===== config.mk =====
export PLATFORM = sky130hd
export DESIGN_NAME = imem_loader
export DESIGN_NICKNAME = d
export VERILOG_FILES = /design/src/rtl/imem_loader.sv
export SDC_FILE = /design/constraint.sdc
export NUM_CORES = 1
export LEC_CHECK = 0
export BUFFER_PORTS_ARGS = -buffer_cell sky130_fd_sc_hd__buf_2
export CORE_MARGIN = 8
export CORE_UTILIZATION = 40
export CTS_CLUSTER_DIAMETER = 50
export DETAILED_ROUTE_END_ITERATION = 7
export HOLD_SLACK_MARGIN = 0.06
export PLACE_DENSITY_LB_ADDON = 0.3
export SLEW_MARGIN = 5
export SYNTH_ARGS = -nofsm -noshare
export SYNTH_HDL_FRONTEND = slang
export SYNTH_SLANG_ARGS = --single-unit

===== constraint.sdc =====
create_clock -name clk -period 1.7 [get_ports clk]
set_clock_uncertainty 0.05 [all_clocks]
set_input_delay 0.34 -clock clk [delete_from_list [all_inputs] [get_ports clk]]
set_output_delay 0.34 -clock clk [all_outputs]
set_load 0.02 [all_outputs]

===== src/rtl/imem_loader.sv =====
// imem_loader: boot-time instruction-memory loader.
// Receives a length-prefixed little-endian word image over a valid/ready byte
// link, writes one 32-bit word per imem_we pulse and releases the core when
// the image is complete.
// Optional feature macro: LOADER_CHECKSUM_EN (trailing XOR checksum byte).
module imem_loader #(
  parameter int unsigned IMEM_DEPTH = 64,
  parameter int unsigned ADDR_W     = 8
) (
  input  logic              clk,
  input  logic              rst,
  input  logic              start,
  input  logic              byte_valid,
  input  logic [7:0]        byte_data,
  output logic              byte_ready,
  output logic              imem_we,
  output logic [ADDR_W-1:0] imem_addr,
  output logic [31:0]       imem_wdata,
  output logic              cpu_hold,
  output logic              busy,
  output logic              done,
  output logic              err
);

  localparam int unsigned IDX_W   = $clog2(IMEM_DEPTH) + 1;
  localparam logic [7:0]  MAX_LEN = 8'(IMEM_DEPTH);

  typedef enum logic [2:0] {
    S_IDLE,
    S_LEN,
    S_DATA,
    S_CSUM,
    S_DONE,
    S_ERR
  } state_t;

  state_t             state, state_d;
  logic [IDX_W-1:0]   word_idx, idx_d;
  logic [IDX_W-1:0]   n_words, nw_d;
  logic [1:0]         lane, lane_d;
  logic [23:0]        byte_buf, buf_d;
  logic               we_d;
  logic [ADDR_W-1:0]  addr_d;
  logic [31:0]        wdata_d;
  logic               ready_d, hold_d, busy_d, done_d, err_d;
  logic               drain;
  logic               accept_c;
`ifdef LOADER_CHECKSUM_EN
  logic [7:0]         csum, csum_d;
`endif

  assign accept_c = byte_valid && byte_ready;

  // State and registered outputs
  always_ff @(posedge clk or negedge rst) begin
    if (!rst) begin
      state      <= S_IDLE;
      word_idx   <= '0;
      n_words    <= '0;
      lane       <= '0;
      byte_buf   <= '0;
      imem_we    <= 1'b0;
      imem_addr  <= '0;
      imem_wdata <= '0;
      byte_ready <= 1'b0;
      cpu_hold   <= 1'b1;
      busy       <= 1'b0;
      done       <= 1'b0;
      err        <= 1'b0;
`ifdef LOADER_CHECKSUM_EN
      csum       <= '0;
`endif
    end else begin
      state      <= state_d;
      word_idx   <= idx_d;
      n_words    <= nw_d;
      lane       <= lane_d;
      byte_buf   <= buf_d;
      imem_we    <= we_d;
      imem_addr  <= addr_d;
      imem_wdata <= wdata_d;
      byte_ready <= ready_d;
      cpu_hold   <= hold_d;
      busy       <= busy_d;
      done       <= done_d;
      err        <= err_d;
`ifdef LOADER_CHECKSUM_EN
      csum       <= csum_d;
`endif
    end
  end

  // Next-state, word assembly and next output values
  always_comb begin
    state_d = state;
    idx_d   = word_idx;
    nw_d    = n_words;
    lane_d  = lane;
    buf_d   = byte_buf;
    we_d    = 1'b0;
    addr_d  = imem_addr;
    wdata_d = imem_wdata;
    drain   = 1'b0;
`ifdef LOADER_CHECKSUM_EN
    csum_d  = csum;
`endif

    case (state)
      S_IDLE, S_DONE, S_ERR: begin
        if (start) begin
          state_d = S_LEN;
          idx_d   = '0;
          lane_d  = '0;
`ifdef LOADER_CHECKSUM_EN
          csum_d  = '0;
`endif
        end
      end
      S_LEN: begin
        if (accept_c) begin
          if (byte_data == 8'd0 || byte_data > MAX_LEN) begin
            state_d = S_ERR;
          end else begin
            nw_d    = IDX_W'(byte_data);
            state_d = S_DATA;
          end
        end
      end
      S_DATA: begin
        // Only reachable without checksum: one cycle after the last write
        if (word_idx == n_words) begin
          state_d = S_DONE;
        end else if (accept_c) begin
`ifdef LOADER_CHECKSUM_EN
          csum_d = csum ^ byte_data;
`endif
          lane_d = lane + 2'd1;
          case (lane)
            2'd0: buf_d[7:0]   = byte_data;
            2'd1: buf_d[15:8]  = byte_data;
            2'd2: buf_d[23:16] = byte_data;
            default: begin
              we_d    = 1'b1;
              addr_d  = ADDR_W'({word_idx, 2'b00});
              wdata_d = {byte_data, byte_buf};
              idx_d   = word_idx + 1'b1;
              if (idx_d == n_words) begin
`ifdef LOADER_CHECKSUM_EN
                state_d = S_CSUM;
`else
                drain   = 1'b1;
`endif
              end
            end
          endcase
        end
      end
`ifdef LOADER_CHECKSUM_EN
      S_CSUM: begin
        if (accept_c) begin
          state_d = (byte_data == csum) ? S_DONE : S_ERR;
        end
      end
`endif
      default: state_d = S_IDLE;
    endcase

    // Outputs follow the state being entered; ready drops while the last word drains
    busy_d  = (state_d == S_LEN) || (state_d == S_DATA) || (state_d == S_CSUM);
    ready_d = busy_d && !drain;
    hold_d  = (state_d != S_DONE);
    done_d  = (state_d == S_DONE);
    err_d   = (state_d == S_ERR);
  end

endmodule

==> results_dict.tcl, run 1 <==
set metrics [dict create \
    ys_ff_latch 87 \
    drtAntennaViolNets 0 \
    synthArstFlopShare_pct 100 \
    setup_slack_ns -0.289 \
    power_switching_mw 1.59 \
    relSlewSlack_pct 66.3 \
    critPathLaunchType "flip-flop" \
    switching_share_pct 31.3 \
    pre_cts_ws_ns -0.320 \
    syn_area_mm2 0.00370 \
    clockBufferDepth 2 \
    fin_setup_tns_ns -13.12 \
    synth.avg_cell_area_um2 14.1 \
    h-tree-depth 3 \
    p_clk_share_pct 27.8 \
    pwr-share-seq_pct 46.2 \
    area_delta_synth_final_pct 39.7 \
    path_cells "xnor2_2 > nand4_1 > o21a_4 > buf_6 > nor3b_4 > a211o_1" \
    p_leak_nw 2.68 \
    drv_cap 0 \
    combPwrFrac_pct 25.9 \
    stdcell_count 500 \
    cts_root_buf "clkbuf_8" \
    final_util_pct 56.8 \
    synth.distinct_cells 44 \
    cts-buffers-inserted 9 \
    crit_fanout 8 \
    dpl_cell_area_mm2 0.00455 \
    rows 35 \
    die_w_um 112 \
    drc 0 \
    cp_num_buf_inv 1 \
    finalCritPeriodShare_pct 117 \
    outcome "finished, violations left" \
    violations "negative setup slack" \
    grtUsageTotal_pct 14.4 \
    routed_wl_mm 9.36 \
    final_max_slew_viol_count 0 \
    die_h_um 112 \
    ys.flop_type "dfrtp_1" \
    gp_congestion 0.815 \
    endpoint_kind "flip-flop" \
    dieArea_mm2 0.0126 \
    cp_slowest_cell "dfrtp_1" \
    crit_arrival_ns 2.19 \
    nets 401 \
    holdCritPathClass "primary input to flip-flop" \
    fin_crit_ns 1.99 \
    dp_hpwl_mm 6.02 \
    clkSlewWorstSetupHoldPaths_ns 0.10 \
    yosysSeqAreaShare_pct 58.9 \
    core_mm2 0.00911 \
    place_inst 465 \
    rsz0062_at_grt "true" \
    port_buffers 55 \
    grt_remaining_overflow 0 \
    cpLargestDelayFamily "compound AO/OA/AOI/OAI gates" \
    clk_latency_ns 0.36 \
    required_ns 1.90 \
    grt_max_degree 37 \
    viasPerCell 5.13 \
    grt_pass1_vias 2797 \
    power_density_mw_per_mm2 984 \
    postLayoutCellArea_mm2 0.00517 \
    finalPower_mw 5.08 \
    vias 2565 \
    cts_sinks 87 \
    ys_warn_count 0 \
    hold_viol 0 \
    grt_pass1_wl_mm 14.5 \
    initial_core_util_pct 40.6 \
    hold-worst-slack_ns 0.237 \
    synth_edf_count 0 \
    syn_inst 263 \
    cts_tree "built" \
    detail_route.first_pass.iterations 4 \
    wl_per_cell_um 18.7 \
    p_int_mw 3.49 \
    peakVddDrop_uv 403 \
    antenna_found_initial 0 \
    crit_path_max_incr_delay_ns 0.42 \
    drtIter0Drc 81 \
    drive_above_1_share_pct 64.0 \
    setup_viol 77 \
    num_io_pins 58 \
    antenna_cells 0 \
    fmaxAchievable_mhz 503 \
    worst_slew_pin_slew_ns 0.505 \
    critPathKind "flip-flop to flip-flop" \
]
per-layer routing:
metal	up-vias	wire [um]	GRT usage [%]	share of wire [%]
li1	1176	-	-	-
met1	1312	4430	19.1	47
met2	68	4400	21.8	47
met3	9	404	3.38	4.3
met4	0	121	6.38	1.3
met5	-	0	0	0
final cells by class:
cell class / count / area [um^2]
fillers: 760 / 3940
flip-flops and latches: 87 / 2180
multi-input cells: 163 / 1800
repair buffers: 120 / 855
well taps: 111 / 139
clock buffers: 10 / 138
clock inverters: 6 / 51.3
inverters: 3 / 11.3
timing repair:
item / CTS / global route
hold buffers: 1 / 0
resized for setup: 33 / 27
hold endpoints to repair: 32 / 0
endpoints found under the setup margin: 83 / 84
buffers inserted: 9 / 9
cloned: 2 / 1
pin swaps: 9 / 24
worst register-to-register path, stage by stage, from the launching register on:
cell     delay [ns]
dfrtp_1        0.42
xnor2_2        0.22
nand4_1        0.25
o21a_4         0.37
buf_6          0.14
nor3b_4        0.14
a211o_1        0.27
power groups by stage:
stage	clock network [mW]	logic, mW	registers, mW
floorplan	0	0.496	2.40
global placement	0	0.930	2.36
detailed placement	0	0.953	2.37
CTS	1.46	1.09	2.33
global route	1.51	1.40	2.37
finish	1.42	1.32	2.35
kinds of logic after synthesis:
family / after synthesis / share of synthesized area [%]
flops: 87 / 58.9
buf+inv: 15 / 2.13
simple gates: 54 / 8.59
xor+xnor: 11 / 2.81
other cells: 1 / 0.101
compound gates: 19 / 4.26
fa+ha+maj: 5 / 1.69
mux: 71 / 21.6
cells in the final DEF, fill, tap and decap left out, types with 6 or more instances in the layout:
master | netlist | layout
buf_2 | 9 | 54
buf_4 | 3 | 56
clkbuf_8 | 0 | 10
dfrtp_1 | 86 | 85
mux2_2 | 70 | 42
mux2_4 | 0 | 28
nand2_1 | 7 | 6
nor2_1 | 12 | 8
xnor2_2 | 1 | 6
state kept, by name, indices dropped and copies added (netlist names), 2 cells and up:
register,count
word_idx,7
n_words,7
imem_wdata,32
imem_addr,6
byte_buf,24
lane,2
state,3
synth_stat cells, drive strengths merged (3+ instances only):
| cell | number | area [um^2] |
|---|---|---|
| dfrtp | 86 | 2150 |
| mux2 | 70 | 788 |
| buf | 12 | 67.6 |
| nor2 | 12 | 45.0 |
| nand2 | 7 | 26.3 |
| nand3 | 7 | 50.1 |
| xnor2 | 7 | 68.8 |
| ha | 5 | 62.6 |
| and2 | 4 | 27.5 |
| nor3 | 4 | 20.0 |
| o21ai | 4 | 20.0 |
| xor2 | 4 | 35.0 |
| and3 | 3 | 18.8 |
| inv | 3 | 11.3 |
| nor3b | 3 | 27.5 |
| or3 | 3 | 18.8 |
final timing paths:
check / slack [ns] / startpoint / to / cells past startpoint
worst max-delay path: -0.29 / n_words[4] / word_idx[4] / 6
worst min-delay path: 0.24 / byte_data[6] / n_words[6] / 2
worst max register to register: -0.29 / n_words[4] / word_idx[4] / 6
worst min register to register: 0.46 / imem_addr[2] / imem_addr[2] / 1
max in group asynchronous: 0.54 / rst / byte_buf[23] / 3
min in group asynchronous: 0.44 / rst / lane[1] / 2
Note: power is estimated with default switching activity, not from simulation.
==> run 2, diff against run 1 <==
- CORE_ASPECT_RATIO: not set -> 1.75
- CORE_MARGIN: 8 -> 4
==> run 2 against run 1 <==
Against the previous run: the run still ends with negative setup slack left; clock power grew 25%; via count shrank 7.0%; critical path depth is the same; wire length is 12% lower; combinational power is 20% lower; register-to-register slack improved by 0.13 ns; sequential cell count is the same; total power is 1.4% higher; critical endpoint is now byte_ready.
==> results_dict.tcl, run 2 (synthesis results as in run 1) <==
set metrics [dict create \
    largest_reg_flops 32 \
    grtUsageTotal_pct 16.7 \
    layout_commonest_cell "dfrtp_1" \
    num_io_pins 58 \
    required_ns 1.85 \
    die_h_um 135 \
    nets 380 \
    p_leak_nw 2.53 \
    hold-worst-slack_ns 0.325 \
    viasPerCell 4.90 \
    dieArea_mm2 0.0109 \
    area_delta_synth_final_pct 32.1 \
    setup_slack_ns -0.156 \
    core_mm2 0.00904 \
    clockBufferDepth 2 \
    cts_tree "built" \
    clk_latency_ns 0.34 \
    wl_per_cell_um 16.8 \
    hold_viol 0 \
    detail_route.first_pass.iterations 4 \
    drv_cap 0 \
    grt_remaining_overflow 0 \
    setup_viol 73 \
    dpl_cell_area_mm2 0.00451 \
    cts-buffers-inserted 9 \
    routed_wl_mm 8.21 \
    initial_core_util_pct 41.0 \
    die_w_um 80.7 \
    r2r_setup_slack_ns -0.16 \
    antenna_found_initial 0 \
    port_buffers 55 \
    rsz0062_at_grt "true" \
    drive_above_1_share_pct 57.8 \
    layout_common_cells "dfrtp_1, mux2_2, buf_2" \
    h-tree-depth 3 \
    endpoint_kind "flip-flop" \
    antenna_cells 0 \
    clkSlewWorstSetupHoldPaths_ns 0.06 \
    drc 0 \
    peakVddDrop_uv 688 \
    finalPower_mw 5.16 \
    power_density_mw_per_mm2 1050 \
    critPathLaunchType "flip-flop" \
    grt_pass1_wl_mm 13.3 \
    grt_max_degree 56 \
    crit_arrival_ns 2.01 \
    gp_congestion 0.787 \
    drtIter0Drc 67 \
    critPathKind "flip-flop to flip-flop" \
    holdCritPathClass "primary input to flip-flop" \
    fin_crit_ns 1.86 \
    drtAntennaViolNets 0 \
    outcome "finished, violations left" \
    final_util_pct 54.1 \
    final_max_slew_viol_count 0 \
    grt_pass1_vias 2570 \
    postLayoutCellArea_mm2 0.00489 \
    vias 2386 \
    cts_root_buf "clkbuf_16" \
    fmaxAchievable_mhz 539 \
    crit_fanout 4 \
    top_regs "imem_wdata (32), byte_buf (24)" \
    largest-register "imem_wdata" \
    cts_sinks 87 \
    rows 46 \
    finalCritPeriodShare_pct 109 \
    dp_hpwl_mm 6.11 \
    violations "negative setup slack" \
]
==> run 2: cell count changes in the layout (fill, tap and decap cells not counted), sizes merged <==
cell and delta:
clkinvlp +1, o21a -1, inv -4, buf -19, clkinv +1
==> run 2: final timing paths <==
check | startpoint | endpoint | depth (start not counted)
max | word_idx[0] | byte_ready | 6
min | byte_data[7] | byte_buf[7] | 2
max reg2reg | word_idx[0] | byte_ready | 6
min reg2reg | imem_wdata[18] | imem_wdata[18] | 1
max in group asynchronous | rst | cpu_hold | 3
min in group asynchronous | rst | imem_addr[2] | 2
==> run 2: power by group <==
part	internal [mW]	total (mW)	switching (mW)
registers	2.22	2.33	0.111
logic	0.527	1.06	0.530
clock network	1.01	1.77	0.753
==> run 2: layer usage <==
metal	wire (um)	global-route usage, %	vias up
met5	0	0	-
met4	199	7.52	0
met3	255	3.73	11
met2	4550	28.9	46
met1	3200	19.2	1200
li1	-	-	1129
==> run 2: worst max-delay path: stages (launching register included) <==
cell and delay [ns]:
dfrtp_2 0.45, ha_4 0.18, and2_4 0.16, o21ai_1 0.17, o311ai_2 0.15, a2111oi_4 0.43
a211oi_2 0.12
==> run 2: area by class of cell <==
| type | instances | area, um^2 |
|---|---|---|
| fillers | 782 | 4150 |
| flip-flops and latches | 87 | 2180 |
| repair buffers | 100 | 651 |
| multi-input cells | 162 | 1630 |
| clock buffers | 11 | 243 |
| clock inverters | 4 | 22.5 |
| well taps | 120 | 150 |
| inverters | 3 | 11.3 |
==> run 2: stage by stage <==
| stage | instances | setup TNS, ns | worst slack, ns |
|---|---|---|---|
| after floorplan | 264 | -1.76 | -0.0456 |
| after global placement | 469 | -17.56 | -0.302 |
| after detailed placement | 469 | -19.00 | -0.356 |
| after CTS | 487 | -7.92 | -0.154 |
| after global routing | 487 | -11.88 | -0.228 |
| final | 487 | -6.90 | -0.156 |
==> run 2: repair_timing <==
item | in CTS | in global routing
pin swaps | 4 | 1
resized for setup | 16 | 5
endpoints found under the hold margin | 18 | 0
endpoints found under the setup margin | 83 | 77
hold buffers | 1 | 0
buffers inserted | 2 | 0
==> run 3, diff against run 2 <==
==> constraint.sdc (replaced) <==
create_clock -name clk -period 1.7 [get_ports clk]
set_clock_uncertainty 0.05 [all_clocks]
set_input_delay 0.17 -clock clk [delete_from_list [all_inputs] [get_ports clk]]
set_output_delay 0.17 -clock clk [all_outputs]
set_load 0.02 [all_outputs]
==> run 3 against run 2 <==
Against the previous run: the run still ends with negative setup slack left; combinational power up 11%; non-clock buffer count up 11; sequential share of layout area down 2.1 points; worst setup slack worse by 0.052 ns; critical path type unchanged; largest cell class unchanged.
==> results_dict.tcl, run 3 (synthesis results as in run 1) <==
set metrics [dict create \
    cts_sinks 87 \
    grt_pass1_wl_mm 14.2 \
    hold_viol 0 \
    critPathLaunchType "flip-flop" \
    fin_crit_ns 1.91 \
    fmaxAchievable_mhz 524 \
    die_w_um 80.7 \
    critPathKind "flip-flop to flip-flop" \
    vias 2456 \
    dp_hpwl_mm 6.20 \
    crit_arrival_ns 2.09 \
    gp_congestion 0.781 \
    violations "negative setup slack" \
    drc 0 \
    layout_commonest_cell "dfrtp_1" \
    crit_path_max_incr_delay_ns 0.43 \
    ff2ff_path_depth 6 \
    core_mm2 0.00904 \
    grtUsageTotal_pct 17.7 \
    cts_root_buf "clkbuf_16" \
    cts-buffers-inserted 9 \
    cts_tree "built" \
    grt_pass1_vias 2698 \
    final_max_slew_viol_count 0 \
    p_int_mw 3.97 \
    power_density_mw_per_mm2 1070 \
    viasPerCell 4.91 \
    die_h_um 135 \
    clk_latency_ns 0.34 \
    p_clk_share_pct 35.9 \
    rows 46 \
    clkSlewWorstSetupHoldPaths_ns 0.07 \
    hold_depth 3 \
    postLayoutCellArea_mm2 0.00514 \
    detail_route.first_pass.iterations 4 \
    wl_per_cell_um 17.4 \
    switching_share_pct 27.7 \
    dpl_cell_area_mm2 0.00455 \
    peakVddDrop_uv 888 \
    crit_fanout 4 \
    h-tree-depth 3 \
    antenna_cells 0 \
    drtAntennaViolNets 0 \
    routed_wl_mm 8.71 \
    final_util_pct 56.9 \
    drtIter0Drc 86 \
    largest_reg_flops 32 \
    cp_slowest_cell "dfrtp_1" \
    outcome "finished, violations left" \
    power_switching_mw 1.52 \
    largest-register "imem_wdata" \
    nets 392 \
    grt_max_degree 29 \
    drv_cap 0 \
    path_cells "xnor2_2 > nand4_1 > buf_4 > o21a_4 > and3_4 > a211o_1" \
    antenna_found_initial 0 \
    holdCritPathClass "primary input to flip-flop" \
    top_regs "imem_wdata (32), byte_buf (24)" \
    initial_core_util_pct 41.0 \
    pwr-share-seq_pct 42.7 \
    clockBufferDepth 2 \
    setup_slack_ns -0.208 \
    endpoint_kind "flip-flop" \
    required_ns 1.88 \
    port_buffers 55 \
    grt_remaining_overflow 0 \
    drive_above_1_share_pct 62.6 \
    finalCritPeriodShare_pct 112 \
    area_delta_synth_final_pct 38.8 \
    p_leak_nw 2.65 \
    num_io_pins 58 \
    dieArea_mm2 0.0109 \
    setup_viol 78 \
    combPwrFrac_pct 21.4 \
    layout_common_cells "dfrtp_1, buf_2, mux2_2, buf_4, mux2_4" \
    rsz0062_at_grt "true" \
]
[run 3: cell count changes in the layout (fill, tap and decap cells not counted), sizes merged]
cell	previous run	this run
clkinvlp	1	2
clkbuf	11	9
o21a	2	3
buf	99	110
bufinv	0	1
inv	3	4
[run 3: repair_timing]
| action | CTS | global route |
|---|---|---|
| hold endpoints to repair | 50 | 0 |
| resized for setup | 35 | 17 |
| pin swaps | 8 | 8 |
| setup endpoints to repair | 84 | 78 |
| buffers inserted | 9 | 1 |
| hold buffers | 1 | 0 |
| gates cloned | 1 | 0 |
[run 3: area by class of cell]
class / count / area (um^2)
Inverter: 3 / 11.3
Clock inverter: 7 / 72.6
Tap cell: 120 / 150
Sequential cell: 87 / 2180
Clock buffer: 9 / 225
Timing Repair Buffer: 111 / 773
Multi-Input combinational cell: 163 / 1720
Fill cell: 734 / 3900
[run 3: power groups by stage]
stage,clock network [mW],logic (mW),registers (mW)
2_1_floorplan,0,0.466,2.40
3_3_place_gp,0,0.894,2.36
3_5_place_dp,0,0.918,2.36
4_1_cts,2.01,1.08,2.34
5_1_grt,2.11,1.26,2.36
6_report,1.97,1.18,2.34
[run 3: final timing paths]
check / startpoint / slack (ns) / endpoint
min: byte_data[5] / 0.17 / byte_buf[13]
max: n_words[4] / -0.21 / word_idx[4]
min reg2reg: imem_wdata[11] / 0.45 / imem_wdata[11]
max reg2reg: n_words[4] / -0.21 / word_idx[4]
max in group asynchronous: rst / 0.75 / imem_wdata[17]
min in group asynchronous: rst / 0.25 / imem_wdata[5]
[run 3: through the flow]
| step | hold WS, ns | instances | setup slack (ns) | power, mW | TNS [ns] |
|---|---|---|---|---|---|
| global route | 0.173 | 500 | -0.251 | 5.73 | -14.27 |
| CTS | 0.161 | 499 | -0.182 | 5.42 | -8.65 |
| detailed placement | 0.0738 | 472 | -0.294 | 3.28 | -17.29 |
| finish | 0.167 | 500 | -0.208 | 5.49 | -10.52 |
| floorplan | -0.176 | 264 | -0.0456 | 2.87 | -1.73 |
| global placement | 0.0667 | 472 | -0.245 | 3.25 | -14.37 |
[run 3: layer usage]
metal | vias up | track usage, % | wire length (um)
li1 | 1158 | - | -
met1 | 1247 | 20.1 | 3400
met2 | 41 | 31.4 | 4850
met3 | 10 | 4.39 | 286
met4 | 0 | 7.05 | 168
met5 | - | 0 | 0
[run 3: critical path, delay by kind of cell (launching register included)]
kind	cells	cell delay, ns
flops	1	0.43
buf+inv	1	0.23
simple gates	2	0.42
xor+xnor	1	0.20
compound gates	2	0.46
